File: src/rtl/clock_base_pkg.sv
// rtl/clock_base_pkg.sv - shared constants and state types for the serial packet LED board
package clock_base_pkg;

  localparam int         CLK_HZ       = 100_000_000;
  localparam int         BAUD         = 57_600;
  localparam int         CLKS_PER_BIT = (CLK_HZ + BAUD / 2) / BAUD;
  localparam logic [7:0] SOF          = 8'h7E;
  localparam logic [7:0] MAX_LEN      = 8'd8;

  typedef enum logic [1:0] {HUNT, LEN, DATA} pkt_state_t;

  typedef enum logic [2:0] {
    RX_IDLE,
    RX_START,
    RX_BITS,
    RX_STOP,
    RX_WAIT_HIGH
  } rx_state_t;

endpackage

File: src/rtl/clock_base_top_uart_rx.sv
// rtl/clock_base_top_uart_rx.sv - 8N1 receiver with synchronizer, glitch reject and framing-error drop
module uart_rx #(
  parameter int CLKS_PER_BIT = clock_base_pkg::CLKS_PER_BIT
) (
  input  logic       clk,
  input  logic       rst_n,
  input  logic       rx_line,
  output logic       rx_valid,
  output logic [7:0] rx_data
);
  import clock_base_pkg::*;

  localparam int CW = $clog2(CLKS_PER_BIT);
  localparam logic [CW-1:0] BIT_LAST  = CW'(CLKS_PER_BIT - 1);
  localparam logic [CW-1:0] HALF_LAST = CW'(CLKS_PER_BIT / 2 - 1);

  rx_state_t     state_q, state_d;
  logic [CW-1:0] cnt_q, cnt_d;
  logic [2:0]    bit_q, bit_d;
  logic [7:0]    sh_q, sh_d;
  logic          valid_q, valid_d;
  logic          sync1_q, sync2_q, prev_q;

  // sync2_q is the usable line; prev_q only serves the falling-edge detect
  always_ff @(posedge clk or negedge rst_n) begin
    if (!rst_n) begin
      sync1_q <= 1'b1;
      sync2_q <= 1'b1;
      prev_q  <= 1'b1;
    end else begin
      sync1_q <= rx_line;
      sync2_q <= sync1_q;
      prev_q  <= sync2_q;
    end
  end

  always_ff @(posedge clk or negedge rst_n) begin
    if (!rst_n) begin
      state_q <= RX_IDLE;
      cnt_q   <= '0;
      bit_q   <= '0;
      sh_q    <= '0;
      valid_q <= 1'b0;
    end else begin
      state_q <= state_d;
      cnt_q   <= cnt_d;
      bit_q   <= bit_d;
      sh_q    <= sh_d;
      valid_q <= valid_d;
    end
  end

  always_comb begin
    state_d = state_q;
    cnt_d   = cnt_q;
    bit_d   = bit_q;
    sh_d    = sh_q;
    valid_d = 1'b0;
    case (state_q)
      RX_IDLE: begin
        cnt_d = '0;
        bit_d = '0;
        if (prev_q && !sync2_q) state_d = RX_START;
      end
      RX_START: begin
        if (cnt_q == HALF_LAST) begin
          cnt_d   = '0;
          state_d = sync2_q ? RX_IDLE : RX_BITS;
        end else begin
          cnt_d = cnt_q + 1'b1;
        end
      end
      RX_BITS: begin
        if (cnt_q == BIT_LAST) begin
          cnt_d = '0;
          sh_d  = {sync2_q, sh_q[7:1]};
          if (bit_q == 3'd7) state_d = RX_STOP;
          else               bit_d   = bit_q + 3'd1;
        end else begin
          cnt_d = cnt_q + 1'b1;
        end
      end
      RX_STOP: begin
        if (cnt_q == BIT_LAST) begin
          cnt_d = '0;
          if (sync2_q) begin
            valid_d = 1'b1;
            state_d = RX_IDLE;
          end else begin
            state_d = RX_WAIT_HIGH;
          end
        end else begin
          cnt_d = cnt_q + 1'b1;
        end
      end
      RX_WAIT_HIGH: begin
        if (sync2_q) state_d = RX_IDLE;
      end
      default: state_d = RX_IDLE;
    endcase
  end

  assign rx_valid = valid_q;
  assign rx_data  = sh_q;

endmodule

File: src/rtl/clock_base_top.sv
// rtl/clock_base_top.sv - parses length-prefixed XOR-checked serial packets into a shift register
// and shows either the first payload byte of the last good packet or the ok/error counters on the LEDs.
module clock_base_top #(
  parameter int CLKS_PER_BIT = clock_base_pkg::CLKS_PER_BIT
) (
  input  logic       CLK,
  input  logic       reset,
  input  logic       sw,
  input  logic       ct_UartRx,
  output logic [7:0] ct_Led
);
  import clock_base_pkg::*;

  logic       rx_valid;
  logic [7:0] rx_data;

  pkt_state_t      state_q, state_d;
  logic [3:0]      cnt_q, cnt_d;
  logic [3:0]      len_q, len_d;
  logic [7:0]      acc_q, acc_d;
  logic [7:0][7:0] sr_q, sr_d;
  logic [7:0]      data_led_q, data_led_d;
  logic [3:0]      ok_q, ok_d;
  logic [3:0]      err_q, err_d;
  logic [7:0]      led_q, led_d;
  logic [7:0]      acc_x;
  logic [2:0]      first_idx;

  uart_rx #(.CLKS_PER_BIT(CLKS_PER_BIT)) u_rx (
    .clk      (CLK),
    .rst_n    (reset),
    .rx_line  (ct_UartRx),
    .rx_valid (rx_valid),
    .rx_data  (rx_data)
  );

  always_ff @(posedge CLK or negedge reset) begin
    if (!reset) begin
      state_q    <= HUNT;
      cnt_q      <= '0;
      len_q      <= '0;
      acc_q      <= '0;
      sr_q       <= '0;
      data_led_q <= '0;
      ok_q       <= '0;
      err_q      <= '0;
      led_q      <= '0;
    end else begin
      state_q    <= state_d;
      cnt_q      <= cnt_d;
      len_q      <= len_d;
      acc_q      <= acc_d;
      sr_q       <= sr_d;
      data_led_q <= data_led_d;
      ok_q       <= ok_d;
      err_q      <= err_d;
      led_q      <= led_d;
    end
  end

  // Before the final shift, the packet's first byte sits at sr[len-2]
  assign acc_x     = acc_q ^ rx_data;
  assign first_idx = 3'(len_q - 4'd2);

  always_comb begin
    state_d    = state_q;
    cnt_d      = cnt_q;
    len_d      = len_q;
    acc_d      = acc_q;
    sr_d       = sr_q;
    data_led_d = data_led_q;
    ok_d       = ok_q;
    err_d      = err_q;
    if (rx_valid) begin
      case (state_q)
        HUNT: begin
          if (rx_data == SOF) state_d = LEN;
        end
        LEN: begin
          if (rx_data != 8'd0 && rx_data <= MAX_LEN) begin
            cnt_d   = rx_data[3:0];
            len_d   = rx_data[3:0];
            acc_d   = '0;
            state_d = DATA;
          end else begin
            err_d   = err_q + 4'd1;
            state_d = HUNT;
          end
        end
        DATA: begin
          acc_d = acc_x;
          sr_d  = {sr_q[6:0], rx_data};
          cnt_d = cnt_q - 4'd1;
          if (cnt_q == 4'd1) begin
            state_d = HUNT;
            if (acc_x == 8'd0) begin
              data_led_d = (len_q == 4'd1) ? rx_data : sr_q[first_idx];
              ok_d       = ok_q + 4'd1;
            end else begin
              err_d = err_q + 4'd1;
            end
          end
        end
        default: state_d = HUNT;
      endcase
    end
    led_d = sw ? {ok_d, err_d} : data_led_d;
  end

  assign ct_Led = led_q;

endmodule

File: config.mk
export PLATFORM = sky130hd
export DESIGN_NAME = clock_base_top
export DESIGN_NICKNAME = d
export VERILOG_FILES = /design/src/rtl/clock_base_pkg.sv /design/src/rtl/clock_base_top_uart_rx.sv /design/src/rtl/clock_base_top.sv
export SDC_FILE = /design/constraint.sdc
export NUM_CORES = 1
export LEC_CHECK = 0
export CAP_MARGIN = 15
export CORE_MARGIN = 3
export CORE_UTILIZATION = 55
export CTS_CLUSTER_DIAMETER = 150
export DETAILED_ROUTE_END_ITERATION = 7
export GPL_TIMING_DRIVEN = 0
export PLACE_DENSITY = 0.72
export SLEW_MARGIN = 10
export SYNTH_ARGS = -nofsm -noshare
export SYNTH_HDL_FRONTEND = slang
export SYNTH_SLANG_ARGS = --single-unit
File: constraint.sdc
create_clock -name CLK -period 1.9 [get_ports CLK]
set_input_delay 0.57 -clock CLK [delete_from_list [all_inputs] [get_ports CLK]]
set_output_delay 0.57 -clock CLK [all_outputs]
set_load 0.01 [all_outputs]
# == Yosys cells after proc, flatten, opt, wreduce, memory -nomap -nowiden ==
# Index checks and enable logic that the tools add are counted.
# word_totals
out_inout_bits,8
word_cells,116
register_bits,135
in_bits,4
# classes
bitwise,1
n_reduce_logical,18
add_sub_neg,6
eq_ne,22
mux,43
magnitude_cmp,2
# ops
op,n
two-way mux 8 bit,8
two-way mux 4 bit,9
case mux 11 bit (3 select lines),1
two-way mux 3 bit,9
binary-select mux 8 bit (select 3 bit),1
two-way mux 11 bit,2
case mux 4 bit (2 select lines),2
case mux 8 bit (2 select lines),1
case mux 3 bit (5 select lines),1
inequality test 2 x 1 -> 1 bit (second input constant),6
AND reduction 3 bit,4
adder 11 x 1 -> 11 bit (second input constant),1
== test 11 x 10 -> 1 bit (second input constant),1
== test 11 bit (second input constant),1
adder 4 x 1 -> 4 bit (second input constant),2
== test 4 x 1 -> 1 bit (second input constant),2
== test 8 x 7 -> 1 bit (second input constant),1
less-or-equal comparator 8 x 4 -> 1 bit (second input constant),1
zero test 8 bit,1
two-way mux 2 bit,4
inequality test 2 bit (second input constant),4
nonzero test 8 bit,1
XOR 8 bit,1
== test 3 x 2 -> 1 bit (second input constant),2
20 further kinds,26

# == Longest topological paths before layout ==
# logic_depth
depth_word,9
depth_mapped,9
ltp_nobuf,8

# == Modules after synthesis ==
# A second synthesis with hierarchy kept.
# unflattened
cells_unflattened,560
area_unflattened_um2,6630.1
# modules_own_cells
mod,cells_each,n_inst,area_each_um2
clock_base_top,420,1,5176.2
uart_rx,140,1,1453.9

# == Worst setup path before layout ==
# No wires, ideal clock.
# synth_timing
kind,register -> register
from,register cnt_q[1]
to,"register led_q[4], in the netlist ct_Led[4]"
path_buffers,1
path_stages_with_launch,10
path_slack_ns,-0.183
arrival_time_ns,1.958
path_cell_list,dfrtp_1 -> inv_1 -> ha_1 -> nor3b_1 -> nand3_1 -> or3_1 -> buf_2 -> a221oi_2 -> a21oi_1 -> mux2_2
# synth_between
elab_chain_len,5
elab_cells_between_ends,8
classes_between,eq/ne (1); mux (7)
# synth_lines
element,line_no,rtl
start: declaration,clock_base_top.sv:18,"logic [3:0] cnt_q, cnt_d;"
start signal: assignment,clock_base_top.sv:50,cnt_q <= cnt_d;
== test 4 x 1 -> 1 bit,clock_base_top.sv:94,if (cnt_q == 4'd1) begin
two-way mux 8 bit,clock_base_top.sv:94,
two-way mux 8 bit,clock_base_top.sv:75,case (state_q)
two-way mux 8 bit,clock_base_top.sv:74,if (rx_valid) begin
net data_led_d[4],clock_base_top.sv:22,"logic [7:0] data_led_q, data_led_d;"
two-way mux 8 bit,clock_base_top.sv:107,"led_d = sw ? {ok_d, err_d} : data_led_d;"
net led_d[4],clock_base_top.sv:25,"logic [7:0] led_q, led_d;"
end signal: assignment,clock_base_top.sv:57,led_q <= led_d;
end: declaration,clock_base_top.sv:25,
# The timed path passes the listed nets, and every way through them passes these cells.
# A chain may end at the register's enable or synchronous reset.

# == Worst setup path after layout ==
# layout_timing
from,"register u_rx.sh_q[0], in the netlist u_rx.rx_data[0]"
to,"register led_q[4], in the netlist ct_Led[4]"
# layout_between
elab_chain_len,7
elab_cells_between_ends,11
classes_between,mux (9); bitwise (1); reduce/logical (1)
# layout_lines
element,line_no,rtl
start: declaration,clock_base_top_uart_rx.sv:20,"logic [7:0] sh_q, sh_d;"
start signal: assignment,clock_base_top_uart_rx.sv:42,sh_q <= '0;
start signal: assignment,clock_base_top_uart_rx.sv:48,sh_q <= sh_d;
XOR 8 bit,clock_base_top.sv:62,assign acc_x = acc_q ^ rx_data;
zero test 8 bit,clock_base_top.sv:96,if (acc_x == 8'd0) begin
two-way mux 8 bit,clock_base_top.sv:96,
two-way mux 8 bit,clock_base_top.sv:94,
two-way mux 8 bit,clock_base_top.sv:75,
two-way mux 8 bit,clock_base_top.sv:74,
net data_led_d[4],clock_base_top.sv:22,
two-way mux 8 bit,clock_base_top.sv:107,
net led_d[4],clock_base_top.sv:25,
# The timed path passes the listed nets, and every way through them passes these cells.

==> metrics <==
Max FO, Critical Path=10; Die Area=13,200 sq um; clock skew=0.00891 ns; TritonCTS buffer count=17; IO Pins=12; Die Width=115 microns; Die Height=115 microns; Placer Congestion=0.826; CP cell instances=buf_6, xnor2_1, nand4_1, or3_4, buf_8, a221oi_4, a21oi_2, mux2_4; row cnt=39; CTS Root Cell=clkbuf_16; critical path class=reg2reg; routed vias=between 4k and 5k; Synth Instances=573; placed insts=727; total gr overflow=0; Final setup viols=33; drt total wl=16,000 microns; Antenna Nets Post-Route=0; RSZ-0062 raised after global routing=yes; maxcap violations=0; Mean Syn Cell Area=11.4 sq um; failing checks=setup timing; setup ws final=-0.341 ns; CP required=2.20 ns; RR Startpoint=u_rx.rx_data[0]; FFs w/ async S/R, synth=100%; Fmax=around 450 MHz; H-tree depth=4; largest net degree at the start of global routing=76; number of enable flip-flop cells after synthesis=0; CP max stage delay=0.47 ns; worst IR drop on VDD=0.628 mV; Worst-Margin Slew=0.697 ns; Final Non-Filler Cells=787; Synth area leaders=dfrtp_1 (51%), mux2_2 (14%), mux4_2 (2.8%); fin crit share=118%; Slowest cell on crit path=or3_4; fin nets=645; Synth cell types=60; Hold Fails Final Rpt=0; total track usage=between 20% and 30%; post-synthesis sequential area ratio=51.7%; Primary FF master, synth=dfrtp_1; DR WL/cell=~20 microns; reg2reg path depth=8; Pre-antenna DRT Iters=5; Leakage=0.00380 uW; Sink Count=135; area delta synth->final=27.3%; crit path launch type=register; clock latency on the worst-skew pair=0.42 ns; layout cells sized above 1=37.6%; delay-heaviest family, CP=simple AND/OR/NAND/NOR gates; status=complete, but fails checks; fill cell count=726; ant diodes=0; vias in the first global route=between 4k and 5k; Remaining DRCs=0; first-pass GRT wire length=24,900 microns; R2R Path End=ct_Led[4]; Place WS=-0.542 ns; fin crit period=2.24 ns; IO buf count=10; CP endpoint kind=register; Max-slew headroom=between 50% and 60%; CP bufs+invs=2; Hold Crit Class=in2async; core area=between 10,000 and 15,000 sq um; Initial DRC Count=465; post-synth net total=587; CTS Buffer Depth=2; Clock transition at path regs=0.06 ns; Ys Warns=0; Synth top area share=50.5%; Slew Viols, Final=0; reg-to-reg slack, setup=-0.34 ns; Yosys reg bits=135; PD cells=793 nW/um^2; Initial Util=~57%; Avg Vias per Cell=6.16; CTS tree=done; Syn Std Cell Area=6540 sq um; cell taking the most area after synthesis=dfrtp_1; post-DP HPWL=9310 microns; antenna violations before repair=0; crit path DAT=2.54 ns
-- synthesized netlist by cell type, types with 3 or more instances --
master    count
clkbuf_1     21
xnor2_1       9
mux2_2       82
and3_1        3
a22o_1        6
xor2_1        3
o22ai_1       3
nand3_1      16
mux4_2        8
a21oi_1      12
a22oi_1       5
nand2_1      36
ha_1         10
nor2b_1       5
a21o_1        5
a31oi_1       4
nor2_1       39
dfrtp_1     132
nor3_1        7
o221ai_1      3
nand4_1       8
o21ai_0      33
buf_2        12
o21a_1        3
nand2b_1     15
inv_1        17
dfstp_2       3
mux2i_1       8
or3_1         4
o21ai_1      16
a221oi_1      4
o31ai_1       4
-- flip-flops by register name, summed over array words and instances (netlist names), 4 cells and up --
name and flops:
cnt_q 4, ct_Led 8, len_q 4, sr_q 64, acc_q 8, data_led_q 8, ok_q 4, u_rx.cnt_q 11
u_rx.rx_data 8, err_q 4
-- worst register-to-register path: stages (launching register included) --
cell	delay, ns
dfrtp_1	0.39
buf_6	0.16
xnor2_1	0.14
nand4_1	0.26
or3_4	0.48
buf_8	0.15
a221oi_4	0.22
a21oi_2	0.06
mux2_4	0.27
-- per-stage QoR --
stage               total power, uW  TNS (ns)  hold WS, ns  utilization [%]  instance area, sq um
floorplan                      3000     -1.88        0.274                -                  6590
global placement               3080   -681.29        0.345             59.6                  6870
detailed placement             3090    -36.05        0.347             59.9                  6900
CTS                            6600     -6.22        0.215             69.1                  7960
global route                   6800    -10.78        0.238             72.3                  8330
finish                         6610     -5.27        0.182             72.3                  8330
-- layout make-up --
type | instances | area [sq um] | area share, %
repair buffers | 40 | 372 | 4.46
well taps | 143 | 179 | 2.15
plain buffers | 35 | 295 | 3.55
flip-flops and latches | 135 | 3390 | 40.7
inverters | 17 | 63.8 | 0.766
clock buffers | 21 | 460 | 5.53
clock inverters | 11 | 173 | 2.07
multi-input cells | 385 | 3400 | 40.8
-- where the power goes --
| group | total (uW) | internal (uW) | switching [uW] | leakage [uW] |
|---|---|---|---|---|
| registers | 2900 | 2890 | 6.93 | 0.00187 |
| logic | 207 | 77.2 | 130 | 0.00163 |
| clock network | 3500 | 2270 | 1230 | 0.000296 |
| total | 6610 | 5230 | 1370 | 0.00380 |
-- worst max-delay path by stage --
stage	start	end	cells after the start
2_1_floorplan	state_q[0]	sr_q[23]	7
3_3_place_gp	reset	cnt_q[1]	1
3_5_place_dp	state_q[0]	sr_q[38]	7
4_1_cts	cnt_q[1]	ct_Led[4]	9
5_1_grt	u_rx.rx_data[0]	ct_Led[0]	8
6_report	u_rx.rx_data[0]	ct_Led[4]	8
-- cell usage in the layout (no fill, tap or decap), types with 5 or more instances in the layout --
| master | count |
|---|---|
| a22oi_1 | 5 |
| inv_1 | 16 |
| nor2_2 | 5 |
| o21ai_1 | 34 |
| a22o_1 | 6 |
| clkbuf_1 | 8 |
| nor2_4 | 5 |
| mux2_4 | 6 |
| clkbuf_16 | 17 |
| nor3_1 | 5 |
| nand3_1 | 14 |
| clkdlybuf4s50_1 | 8 |
| xnor2_1 | 6 |
| dfrtp_1 | 128 |
| clkbuf_8 | 8 |
| nand2b_1 | 14 |
| nand2_1 | 35 |
| mux2_2 | 76 |
| buf_4 | 28 |
| mux4_2 | 8 |
| nand4_1 | 8 |
| o21ai_0 | 13 |
| nor2_1 | 29 |
| a21o_1 | 5 |
| a21oi_1 | 10 |
| mux2i_1 | 8 |
| buf_6 | 11 |
| ha_1 | 8 |
-- cell families after synthesis --
logic type                 count (synthesis)  share of synthesized area, %
AOI/OAI and AO/OA                        113                          11.3
DFF                                      135                          51.7
buffers and inverters                     53                          3.39
muxes                                     99                          18.3
adders and majority gates                 10                          1.91
xor gates and xnor gates                  12                          1.61
and+or+nand+nor                          151                          11.8
-- layer usage --
layer	part of all wire [%]	wire length, microns	vias to the layer above	global-route usage [%]
met4	1.7	280	0	7.90
met5	0	0	-	0
met1	43	6800	2473	31.4
met3	4.3	690	27	6.05
li1	-	-	2190	-
met2	51	8230	156	40.3
-- repair_timing --
| action | in CTS | in global routing |
|---|---|---|
| resized for setup | 70 | 92 |
| setup buffers | 18 | 10 |
| gates cloned | 1 | 0 |
| setup endpoints to repair | 117 | 124 |
| endpoints found under the hold margin | 0 | 0 |
| hold buffers | 0 | 0 |
| pin swaps | 8 | 19 |
Power figures use the tool's default switching activity.
==> edit: new RTL, config.mk and constraints unchanged <==
Add an input register stage for `sw` and `ct_UartRx`, with the module's reset; this delays them by one clock.
--- a/src/rtl/clock_base_top.sv
+++ b/src/rtl/clock_base_top.sv
@@ -10,6 +10,19 @@
   output logic [7:0] ct_Led
 );
   import clock_base_pkg::*;
+
+  logic sw_q;
+  logic ct_UartRx_q;
+
+  always_ff @(posedge CLK or negedge reset) begin
+    if (!reset) begin
+      sw_q        <= '0;
+      ct_UartRx_q <= '0;
+    end else begin
+      sw_q        <= sw;
+      ct_UartRx_q <= ct_UartRx;
+    end
+  end
 
   logic       rx_valid;
   logic [7:0] rx_data;
@@ -29,7 +42,7 @@
   uart_rx #(.CLKS_PER_BIT(CLKS_PER_BIT)) u_rx (
     .clk      (CLK),
     .rst_n    (reset),
-    .rx_line  (ct_UartRx),
+    .rx_line  (ct_UartRx_q),
     .rx_valid (rx_valid),
     .rx_data  (rx_data)
   );
@@ -104,7 +117,7 @@
         default: state_d = HUNT;
       endcase
     end
-    led_d = sw ? {ok_d, err_d} : data_led_d;
+    led_d = sw_q ? {ok_d, err_d} : data_led_d;
   end
 
   assign ct_Led = led_q;
Behaviour: same outputs for any inputs over 10 cycles, from zero or initial values and one cycle with reset low; that may be too few to reach the edited logic, so the function may still have changed.
==> edit against the unedited design <==
- the flow still finishes with violations (negative setup slack)
- clock skew increased by 0.0040 ns
- sequential cell count increased by 2
- wire length increased by 14%
- first-iteration DRC count decreased by 12%
- design area increased by 6.7%
- via count increased by 9.4%
- synthesized cell count increased by 4.0%
- critical path depth decreased by 2
- synthesized area increased by 3.1%
- setup slack improved by 0.065 ns
Power is not compared: it rests on default switching activity, and its combinational part moved more than twofold at a synthesized area within 25%.
==> edit: results (changes against the unedited design) <==
stage	metric	value	unit	change
global_route	gr-total-overflow	0		unchanged
clock_network	clk_pin_slew	0.06	ns	about the same
logic_synthesis	synthTopCellsByArea	dfrtp_1, mux2_2, mux2i_1		
global_route	grt_pass1_vias	5172		+5.7%
sta	fin_hold_ws	0.0574	ns	-0.124 ns
clock_network	clockBufferDepth	2		unchanged
routing	drt_iter0_drc	409		-12%
placed_design	post-place-ws	-0.604	ns	-0.0620 ns
logic_synthesis	ys_async_sr_fraction	1.00		unchanged
sta	clock_skew	0.0129	ns	+0.00401 ns
routing	drt-vias-per-instance	6.40		+4.0%
sta	setup_viol	53		+61%
layout	drive_gt1_frac	0.428		+0.0520
global_route	met3_usage	0.0699		+0.00942
routing	firstDrtPassIters	5		unchanged
placed_design	placed_cell_area	7160	µm²	+3.8%
placed_design	io_buffers	11		+1
global_route	antenna_found_initial	0		unchanged
clock_network	cts_root_buffer	clkbuf_16		
logic_synthesis	synth-seq-area-share	0.509		-0.00803
global_route	grtUsageMet2	0.417		+0.0140
clock_network	numCtsBuffers	17		unchanged
logic_synthesis	syn_nets	610		+3.9%
setup_path	r2r_cells	6		-2
logic_synthesis	synth_common_cells	dfrtp_1, mux2_2, nand2_1		
outcome	status	complete, but fails checks		
sta	fin_ws	-0.275	ns	+0.0652 ns
logic_synthesis	synth_cell_type_count	61		+1.7%
global_route	use_met1	0.310		-0.00391
global_route	gr-usage-all-layers	0.250		+0.00741
logic_synthesis	synthCells	596		+4.0%
layout	antennaDiodeCount	0		unchanged
placed_design	hpwl	9.90	mm	+6.4%
clock_network	htreeDepth	4		unchanged
setup_path	r2r_start	u_rx.cnt_q[2]		
routing	routed_wl	18.2	mm	+14%
setup_path	worstPathMaxFanout	5		-5
layout	reg.largest.list	sr_q: 64 flops, u_rx.cnt_q: 11 flops		
power	max-vdd-ir-drop	0.714	mV	
clock_network	clk_latency	0.44	ns	+0.02 ns
global_route	grt_max_degree	93		+22%
power	p_leak	4.05	nW	
global_route	grt_pass1_wl	25.9	mm	+4.3%
placed_design	routabilityCongestion	0.849		+2.7%
min_path	hp-class	in2async		
setup_path	r2r-end	u_rx.cnt_q[9]		
outcome	violations	negative setup slack		
setup_path	cp.arrival	2.50	ns	-0.04 ns
sta	worst_pin_slew	0.604	ns	-0.0933 ns
logic_synthesis	ys.warnings.count	0		unchanged
layout	fin_nets	686		+6.4%
sta	setup_tns	-8.01	ns	-2.74 ns
routing	drt-wirelength-per-cell	22.0	µm	+8.4%
placed_design	placed_cells	751		+3.3%
-- edit: changes by cell type in the layout (fill, tap and decap cells not counted), moves of 5 or more --
| cell | before | now |
|---|---|---|
| and2_1 | 1 | 8 |
| o22a_1 | 2 | 7 |
| o21ai_0 | 13 | 27 |
| mux2_4 | 6 | 11 |
| buf_4 | 28 | 45 |
| nand2_2 | 0 | 8 |
| nand3_1 | 14 | 9 |
| o21ai_2 | 2 | 10 |
| mux2i_1 | 8 | 22 |
| o21ai_1 | 34 | 6 |
| inv_1 | 16 | 11 |
| xnor2_2 | 2 | 7 |
-- edit: how the worst max path moves through the flow --
stage	slack, ns	to	startpoint	depth (start not counted)
5_1_grt	-0.32	ct_Led[5]	acc_q[7]	8
2_1_floorplan	-0.21	u_rx.cnt_q[9]	u_rx.cnt_q[0]	8
3_3_place_gp	-4.96	u_rx.cnt_q[8]	reset	1
3_5_place_dp	-0.60	ct_Led[0]	len_q[2]	7
4_1_cts	-0.28	u_rx.cnt_q[3]	u_rx.cnt_q[0]	8
6_report	-0.28	u_rx.cnt_q[9]	u_rx.cnt_q[2]	6
-- edit: critical path, cell delays in order, from the launching register on --
cell      delay (ns)
dfrtp_2         0.43
or4b_4          0.55
o311ai_4        0.31
a21bo_4         0.28
buf_6           0.13
a21o_1          0.17
a22o_1          0.20
-- edit: kinds of logic (layout without fill, tap and decap cells) --
logic type / Yosys count / in the layout / synth area share
DFF: 137 / 137 / 0.509
xor gates and xnor gates: 12 / 12 / 0.0156
adders and majority gates: 10 / 10 / 0.0186
muxes: 112 / 112 / 0.191
AOI/OAI and AO/OA: 119 / 119 / 0.118
and+or+nand+nor: 156 / 156 / 0.117
buffers and inverters: 50 / 139 / 0.0301
-- edit: layer usage --
layer	routed length (µm)	up-vias
li1	-	2309
met1	7360	2713
met2	9200	209
met3	1020	71
met4	660	0
met5	0	-
-- edit: where the power goes --
group	total [W]	switching, W	internal (W)
sequential	0.00307	0.0000683	0.00300
clock	0.00365	0.00129	0.00236
combinational	0.00116	0.000606	0.000552
total	0.00788	0.00197	0.00591
-- edit: repair_timing --
item | in CTS | in global routing
buffers inserted | 28 | 22
gates resized for setup | 63 | 118
endpoints found under the setup margin | 127 | 128
pin swaps | 13 | 35
cloned | 1 | 2
-- edit: cell type report --
| class | count | area [µm²] |
|---|---|---|
| clock inverter | 12 | 198 |
| tap | 143 | 179 |
| fill | 721 | 2830 |
| inverter | 12 | 45.0 |
| timing repair buffer | 65 | 628 |
| sequential | 137 | 3440 |
| clock buffer | 20 | 447 |
| multi-input combinational | 409 | 3680 |
| buffer | 30 | 268 |
